===== src/rtl/dma_pkg.sv =====
// Shared definitions for the DMA engine slice.
//   state_t  : read-engine state encoding (IDLE=0, CMD=1, RSP=2, FIN=3)
//   DEF_AW   : default bus address width
//   DEF_LW   : default word-count register width
//   ADDR_INC : byte stride between consecutive 32-bit words
package dma_pkg;

    localparam int unsigned DEF_AW   = 32;
    localparam int unsigned DEF_LW   = 16;
    localparam int unsigned ADDR_INC = 4;

    typedef enum logic [1:0] {
        ST_IDLE = 2'd0,
        ST_CMD  = 2'd1,
        ST_RSP  = 2'd2,
        ST_FIN  = 2'd3
    } state_t;

endpackage


===== src/rtl/dma_rd_engine.sv =====
// DMA source-side read engine.
// Reads len_words 32-bit words starting at src_addr over an ICB-style bus,
// one read outstanding at a time, and pushes each returned word into the
// downstream DMA data FIFO. A command is only issued while the FIFO is not
// full, so the single in-flight response always has room.
//
// Ports:
//   clk, rst_n            : clock, async active-low reset
//   start                 : launch pulse (ignored unless idle)
//   src_addr, len_words   : byte start address / word count, sampled on start
//   busy, done, err       : status (done = 1-cycle end pulse, err = sticky bus error)
//   cmd_valid/ready/addr/read : ICB command channel (read-only)
//   rsp_valid/ready/rdata/err : ICB response channel
//   fifo_full             : downstream FIFO full flag
//   fifo_wr_req, fifo_wdata   : downstream FIFO write port
module dma_rd_engine
    import dma_pkg::*;
#(
    parameter int unsigned AW = DEF_AW,
    parameter int unsigned LW = DEF_LW
) (
    input  logic          clk,
    input  logic          rst_n,
    input  logic          start,
    input  logic [AW-1:0] src_addr,
    input  logic [LW-1:0] len_words,
    output logic          busy,
    output logic          done,
    output logic          err,
    output logic          cmd_valid,
    input  logic          cmd_ready,
    output logic [AW-1:0] cmd_addr,
    output logic          cmd_read,
    input  logic          rsp_valid,
    output logic          rsp_ready,
    input  logic [31:0]   rsp_rdata,
    input  logic          rsp_err,
    input  logic          fifo_full,
    output logic          fifo_wr_req,
    output logic [31:0]   fifo_wdata
);

    state_t        state_q, state_d;
    logic [AW-1:0] addr_q, addr_d;
    logic [LW-1:0] rem_q, rem_d;
    logic          err_q, err_d;

    always_ff @(posedge clk or negedge rst_n) begin
        if (!rst_n) begin
            state_q <= ST_IDLE;
            addr_q  <= '0;
            rem_q   <= '0;
            err_q   <= 1'b0;
        end else begin
            state_q <= state_d;
            addr_q  <= addr_d;
            rem_q   <= rem_d;
            err_q   <= err_d;
        end
    end

    always_comb begin
        state_d     = state_q;
        addr_d      = addr_q;
        rem_d       = rem_q;
        err_d       = err_q;
        cmd_valid   = 1'b0;
        rsp_ready   = 1'b0;
        fifo_wr_req = 1'b0;
        fifo_wdata  = '0;

        unique case (state_q)
            ST_IDLE: begin
                if (start) begin
                    // Word-align the start address; low two bits are dropped.
                    addr_d  = src_addr & ~AW'(3);
                    rem_d   = len_words;
                    err_d   = 1'b0;
                    state_d = (len_words == '0) ? ST_FIN : ST_CMD;
                end
            end
            ST_CMD: begin
                // Only this engine fills the FIFO, so once not-full is seen it
                // stays not-full and cmd_valid cannot drop before the handshake.
                cmd_valid = !fifo_full;
                if (!fifo_full && cmd_ready) begin
                    state_d = ST_RSP;
                end
            end
            ST_RSP: begin
                rsp_ready = 1'b1;
                if (rsp_valid) begin
                    if (rsp_err) begin
                        err_d   = 1'b1;
                        state_d = ST_FIN;
                    end else begin
                        fifo_wr_req = 1'b1;
                        fifo_wdata  = rsp_rdata;
                        addr_d      = addr_q + AW'(ADDR_INC);
                        rem_d       = rem_q - LW'(1);
                        state_d     = (rem_q == LW'(1)) ? ST_FIN : ST_CMD;
                    end
                end
            end
            ST_FIN: begin
                state_d = ST_IDLE;
            end
            default: begin
                state_d = ST_IDLE;
            end
        endcase
    end

    assign busy     = (state_q != ST_IDLE);
    assign done     = (state_q == ST_FIN);
    assign err      = err_q;
    assign cmd_addr = addr_q;
    assign cmd_read = 1'b1;

endmodule


===== config.mk =====
export PLATFORM = sky130hd
export DESIGN_NAME = dma_rd_engine
export DESIGN_NICKNAME = d
export VERILOG_FILES = /design/src/rtl/dma_pkg.sv /design/src/rtl/dma_rd_engine.sv
export SDC_FILE = /design/constraint.sdc
export NUM_CORES = 1
export LEC_CHECK = 0
export ABC_AREA = 0
export BUFFER_PORTS_ARGS = -buffer_cell sky130_fd_sc_hd__buf_2
export CORE_ASPECT_RATIO = 1.75
export CORE_UTILIZATION = 45
export CTS_BUF_LIST = sky130_fd_sc_hd__clkbuf_8 sky130_fd_sc_hd__clkbuf_16
export CTS_CLUSTER_DIAMETER = 40
export DETAILED_ROUTE_END_ITERATION = 12
export HOLD_SLACK_MARGIN = 0.15
export PLACE_DENSITY = 0.78
export SYNTH_ARGS = -nofsm -noshare
export SYNTH_HDL_FRONTEND = slang
export SYNTH_SLANG_ARGS = --single-unit

===== constraint.sdc =====
create_clock -name clk -period 2.3 [get_ports clk]
set_clock_uncertainty 0.15 [all_clocks]
set_input_delay 0.46 -clock clk [delete_from_list [all_inputs] [get_ports clk]]
set_output_delay 0.46 -clock clk [all_outputs]
set_load 0.005 [all_outputs]

==> results.tsv, run 1 <==
stage	metric	value	unit
floorplan	DIE AREA	7800	µm²
timing	Rel. slew slack	56.3	%
route	Final ANT Viol Nets	0	
worst_setup_path	critical path peak fanout	38	
outcome	status	complete, no violations	
cells_and_area	nets@finish	665	
global_routing	GRT Residual Overflow	0	
min_path	worst min path class	primary input to async pin	
synth	Post-Synth Simple-Gate Area	30.1	%
timing	setup tns final	0	ns
cts	Max clock buf depth	2	
floorplan	Initial Util	46.6	%
cells_and_area	final instance area	4420	µm²
worst_setup_path	crit path DAT	1.58	ns
power	Clk pwr share	14.8	%
synth	EDFF count, synth	0	
power	NetSw	2.11	mW
route	DRC Markers	0	
route	vias per std cell	5.92	
synth	Synth Area in Compound Gates	26.8	%
cts	Post-CTS Setup Bufs	0	
cts	H-tree levels	2	
global_routing	vias in the first global route	3514	
place	pre-CTS setup slack	0.152	ns
cts	Clock Latency Late Sink	0.29	ns
timing	worst slew pin tran	0.655	ns
synth	post-synthesis sequential area ratio	36.6	%
synth	largest family of logic cells by synthesized area	simple AND/OR/NAND/NOR gates	
power	Worst VDD drop	0.000646	V
power	Sw Ratio	43.8	%
synth	Post-Syn Area per Cell	7.88	µm²
place	GPL Wtd Cong	0.880	
cts	clock sinks	49	
power	Seq pwr share	36.9	%
power	Comb power frac	48.2	%
timing	RSZ-0062 raised after global routing	false	
timing	final worst path period share	95.2	%
synth	Synth top area share	36.6	%
place	Placement Cell Area	4280	µm²
cts	Clock transition at path regs	0.07	ns
global_routing	antenna violations before repair	0	
synth	yosys warns	0	
route	final wirelength	10400	µm
route	post-DR wirelength/cell	15.8	µm
synth	Synth area leader	dfrtp_1	
route	DRT Pass-1 Iters	5	
timing	Max Freq	456	MHz
route	DR vias	3907	
cts	PostCTS Resize Cnt	1	
floorplan	core area	7180	µm²
timing	final setup fails	0	
cells_and_area	share of layout cells above drive strength 1	33.3	%
timing	final worst slack	0.109	ns
timing	max-slew violation count	0	
cts	cts hold-fix bufs	0	
cells_and_area	antenna cells	0	
route	Initial DRC Count	254	
cts	CTS tree	yes	
floorplan	DIE WIDTH	67.2	µm
synth	Post-Synthesis Cells	425	
worst_setup_path	WS Path Type	flop to primary output	
worst_setup_path	endpoint class of the critical path	primary output	
power	P_leak	2.03	nW
power	Power Dens Cells	1090	nW/µm²
worst_setup_path	Critical Path RT	1.69	ns
synth	post-synthesis adder-cell area fraction	1.12	%
synth	post-synthesis async set-or-reset flop share	100	%
timing	Tmin final	2.19	ns
worst_setup_path	CP Launch Type	flop	
timing	final hold violation count	0	
global_routing	first-pass GRT wire length	16200	µm
floorplan	I/O Pins	158	
place	detailed placer's ending HPWL	7640	µm
floorplan	Die H	116	µm
synth	synthesized flop and latch total	49	
synth	Synth Flop Type	dfrtp_1	
place	PortBufs	152	
synth	main area contributors after synthesis	dfrtp_1, a21oi_1, and2_1	
synth	post-synthesis mux area share	0.598	%
synth	xor and xnor area share after synthesis	0	%
global_routing	pin count of the biggest net entering global routing	55	
cts	CTS Buf Count	5	
synth	Synth cell types	55	
floorplan	row cnt	41	
job	MaxCap Viol Count	0	
synth	Syn Std Cell Area	3350	µm²
power	Int Pwr	2.71	mW
cells_and_area	Area Overhead vs Synth	32.2	%
cts	CTS root buf	clkbuf_16	
global_routing	Total GRT Usage	27.3	%
-- registers in the layout (all words and copies together), names as in the netlist --
signal    cells
cmd_addr     30
state_q       2
rem_q        16
err           1
-- synth_stat cells (all sizes together) (2+ instances only) --
cell type and number:
a211oi 2, a21o 2, a21oi 53, a22oi 2, a2bb2oi 11, a311oi 2
a31oi 5, a41o 2, and2 34, and3 5, buf 10, clkbuf 20
conb 2, dfrtp 49, ha 3, inv 6, mux2i 2, nand2 37
nand2b 7, nand3 21, nand3b 4, nand4 11, nor2 33, nor2b 2
nor3 11, nor3b 2, nor4 8, o211ai 3, o21ai 26, o22ai 19
o2bb2ai 2, o32ai 4, or2 3, or3 6, or4 2
-- metal layers --
metal / global-route usage [%] / part of all wire (%)
met1: 29.7 / 37
met5: 0 / 0
met2: 50.2 / 53
met3: 4.92 / 6.7
met4: 10.9 / 2.9
-- worst max-delay path, cell delays in order, from the launching register on --
cell and delay [ns]:
dfrtp_2 0.46, inv_1 0.13, nor3b_4 0.23, buf_12 0.20
and2_1 0.15, buf_2 0.11
-- path summary, 6_finish.rpt --
kind / from / to / slack, ns / depth (start not counted)
max: state_q[1]$_DFFE_PN0P_ / fifo_wdata[22] / 0.11 / 5
min: rst_n / cmd_addr[6]$_DFFE_PN0P_ / 0.11 / 2
max reg2reg: rem_q[9]$_DFFE_PN0P_ / rem_q[13]$_DFFE_PN0P_ / 0.13 / 5
min reg2reg: cmd_addr[2]$_DFFE_PN0P_ / cmd_addr[2]$_DFFE_PN0P_ / 0.40 / 1
max in group asynchronous: rst_n / state_q[1]$_DFFE_PN0P_ / 1.39 / 2
min in group clk: src_addr[3] / cmd_addr[3]$_DFFE_PN0P_ / 0.29 / 3
-- logic make-up after synthesis --
family                   count (synthesis)
AND/OR/NAND/NOR                        188
AO/OA/AOI/OAI                          144
flip-flops                              49
buffers and inverters                   37
adder cells (fa/ha/maj)                  3
multiplexers                             2
other                                    2
-- through the flow --
stage / total power [mW] / std cells / util [%] / hold slack [ns]
after CTS: 4.81 / 660 / 61.5 / 0.156
after floorplan: 3.14 / 426 / - / 0.0144
after global placement: 3.99 / 654 / 59.7 / 0.380
final: 4.82 / 660 / 61.6 / 0.108
after detailed placement: 4.09 / 654 / 59.7 / 0.390
after global routing: 5.20 / 660 / 61.6 / 0.181
-- power groups by stage --
stage | clock network [mW] | registers (mW) | logic [mW]
after floorplan | 0 | 1.72 | 1.42
after detailed placement | 0 | 1.78 | 2.31
after global placement | 0 | 1.76 | 2.23
final | 0.716 | 1.78 | 2.33
after CTS | 0.724 | 1.77 | 2.32
after global routing | 0.752 | 1.85 | 2.60
-- layout by cell type, fill, tap and decap left out, drive strengths merged, types with 3 or more instances in the layout --
cell     instances
a31oi            5
conb             3
o22ai           19
o211ai           3
a2bb2oi         11
dfrtp           49
nand2b           7
nand2           37
and2            34
clkbuf           5
nand3b           4
or3              6
inv              7
ha               3
or2              3
nor3            11
a21oi           53
o32ai            4
and3             5
nand3           21
nor2            33
o21ai           26
nor4             8
nand4           11
buf            172
-- area by class of cell --
cell class	count	area, µm²
fillers	659	2760
multi-input cells	340	2000
flip-flops and latches	49	1230
repair buffers	172	936
clock buffers	5	125
well taps	86	108
inverters	7	26.3
clock inverters	1	5.00
(Power assumes the default switching activity.)
==> inputs of run 2 (changes only) <==
Settings changed: CORE_ASPECT_RATIO 1.75 to 1.5.
==> results.tsv, run 2 (synthesis results as in run 1) <==
stage	metric	value	unit	change
outcome	status	complete, no violations		
global_routing	Total GRT Usage	26.5	%	-0.77 points
cells_and_area	fill count	659		unchanged
min_path	worst min path class	primary input to flop		
worst_setup_path	R2R cell count	5		unchanged
timing	Max Freq	457	MHz	+0.13%
cts	H-tree levels	2		unchanged
route	final wirelength	10200	µm	-1.7%
min_path	Hold Path Depth	3		
place	detailed placer's ending HPWL	7720	µm	+1.1%
floorplan	DIE AREA	7790	µm²	about the same
timing	Tmin final	2.19	ns	-0.00274 ns
global_routing	pin count of the biggest net entering global routing	55		unchanged
power	P_leak	2.01	nW	-0.87%
timing	final setup fails	0		unchanged
global_routing	GRT Residual Overflow	0		unchanged
cells_and_area	Area Overhead vs Synth	31.8	%	
cells_and_area	final std cells w/o fill	676		+2.4%
worst_setup_path	worst path cell trace	or4_1, or3_1, or3_1, a21oi_1, a2bb2oi_1		
job	MaxCap Viol Count	0		unchanged
cts	Clock transition at path regs	0.09	ns	+0.02 ns
worst_setup_path	crit path DAT	2.27	ns	+0.69 ns
cells_and_area	max FFs per register	30		unchanged
global_routing	vias in the first global route	3537		+0.65%
timing	RSZ-0062 raised after global routing	false		
global_routing	antenna violations before repair	1		+1
floorplan	DIE WIDTH	72.4	µm	+7.8%
floorplan	row cnt	38		-7.3%
floorplan	Initial Util	46.3	%	-0.29 points
cells_and_area	nets@finish	666		+0.15%
cells_and_area	most common cell after layout, fill and taps aside	buf_2		
cts	CTS tree	yes		
power	Worst VDD drop	0.000520	V	-20%
worst_setup_path	origin of the critical flop-to-flop path	rem_q[9]$_DFFE_PN0P_		
worst_setup_path	R2R Path End	rem_q[13]$_DFFE_PN0P_		
route	DRT Pass-1 Iters	5		unchanged
cells_and_area	post-layout util	61.0	%	-0.57 points
floorplan	core area	7230	µm²	+0.63%
worst_setup_path	R2R Setup Slk	0.11	ns	-0.02 ns
cts	Max clock buf depth	2		unchanged
cts	Clock Latency Late Sink	0.30	ns	about the same
worst_setup_path	CP peak stage delay	0.56	ns	+0.10 ns
cells_and_area	FF+latch area	1230	µm²	unchanged
route	DR vias	3874		-0.84%
timing	setup tns final	0	ns	unchanged
cells_and_area	leading cell types in the layout, fill and taps excluded	buf_2, a21oi_1, dfrtp_1		
timing	max-slew violation count	0		unchanged
place	GPL Wtd Cong	0.887		+0.85%
route	DRC Markers	0		unchanged
route	Final ANT Viol Nets	0		unchanged
power	Power Dens Cells	1040	nW/µm²	-4.8%
route	Initial DRC Count	298		+17%
floorplan	Die H	108	µm	-7.3%
cts	CTS root buf	clkbuf_8		
worst_setup_path	Critical Path RT	2.38	ns	+0.69 ns
route	vias per std cell	5.73		-3.2%
place	PortBufs	152		unchanged
global_routing	first-pass GRT wire length	16300	µm	+0.22%
timing	final worst path period share	95.1	%	-0.12 points
place	dpl cells	668		+2.1%
worst_setup_path	endpoint class of the critical path	flop		
cells_and_area	share of layout cells above drive strength 1	33.2	%	-0.058 points
worst_setup_path	critical path peak fanout	4		-89%
route	post-DR wirelength/cell	15.2	µm	-4.1%
worst_setup_path	CP Launch Type	flop		
min_path	hold path endpoint	cmd_addr[3]$_DFFE_PN0P_		
worst_setup_path	WS Path Type	flop to flop		
floorplan	I/O Pins	158		unchanged
cells_and_area	area of the multi-input gates	2000	µm²	unchanged
cts	CTS Buf Count	5		unchanged
worst_setup_path	Worst path most repeated cell	or3_1		
min_path	hold path start	src_addr[3]		
cts	clock sinks	49		unchanged
timing	final hold violation count	0		unchanged
worst_setup_path	slowest CP cell	or4_1		
-- run 2: cell count changes in the layout (fill, tap and decap cells not counted), sizes merged --
cell / previous run / this run
dlygate4sd3: 0 / 1
diode: 0 / 1
-- run 2: timing repair --
action / in CTS / in global routing
gates resized for setup: 1 / 2
pin swaps: 0 / 0
hold buffers: 1 / 0
setup buffers: 0 / 0
endpoints found under the setup margin: 7 / 13
cloned: 0 / 0
endpoints found under the hold margin: 19 / 0
-- run 2: area by class of cell --
class / count / area share [%]
clock buffer: 5 / 1.56
timing repair buffer: 173 / 21.7
multi-input combinational: 340 / 45.3
clock inverter: 1 / 0.113
inverter: 7 / 0.596
sequential: 49 / 27.8
antenna: 1 / 0.0567
tap: 100 / 2.84
-- run 2: how the worst max path moves through the flow --
| stage | startpoint | endpoint | cells after the start |
|---|---|---|---|
| detailed placement | rem_q[9]$_DFFE_PN0P_ | rem_q[13]$_DFFE_PN0P_ | 5 |
| CTS | state_q[0]$_DFFE_PN0P_ | fifo_wdata[7] | 5 |
| floorplan | state_q[0]$_DFFE_PN0P_ | fifo_wdata[0] | 6 |
| global route | state_q[1]$_DFFE_PN0P_ | fifo_wdata[9] | 5 |
| finish | rem_q[9]$_DFFE_PN0P_ | rem_q[13]$_DFFE_PN0P_ | 5 |
| global placement | rem_q[9]$_DFFE_PN0P_ | rem_q[13]$_DFFE_PN0P_ | 5 |
-- run 2: power by group --
group          internal, mW  total (mW)  switching, mW  leakage, nW
Combinational          1.03        2.30           1.26         1.42
Clock                 0.201       0.489          0.288       0.0399
Sequential             1.28        1.79          0.505        0.558
-- run 2: stage by stage --
| stage | cell area [µm²] | total power, mW | setup WS (ns) | hold WS (ns) |
|---|---|---|---|---|
| after floorplan | 3350 | 3.14 | 0.142 | 0.0144 |
| after global placement | 4310 | 3.97 | 0.167 | 0.293 |
| after detailed placement | 4310 | 4.08 | 0.147 | 0.294 |
| after CTS | 4400 | 4.56 | 0.0575 | 0.262 |
| after global routing | 4410 | 4.95 | 0.00847 | 0.275 |
| final | 4410 | 4.57 | 0.112 | 0.268 |
-- run 2: layer usage --
layer	vias up	GRT usage, %	share of wire, %
li1	1871	-	-
met1	1809	32.3	39
met2	169	46.7	52
met3	25	2.34	5.7
met4	0	11.8	3.7
met5	-	0	0
-- run 2: critical path: cells and delay by family (launching register included) --
kind	cells	cell delay, ns
simple gates	3	1.22
compound gates	2	0.33
flops	1	0.43
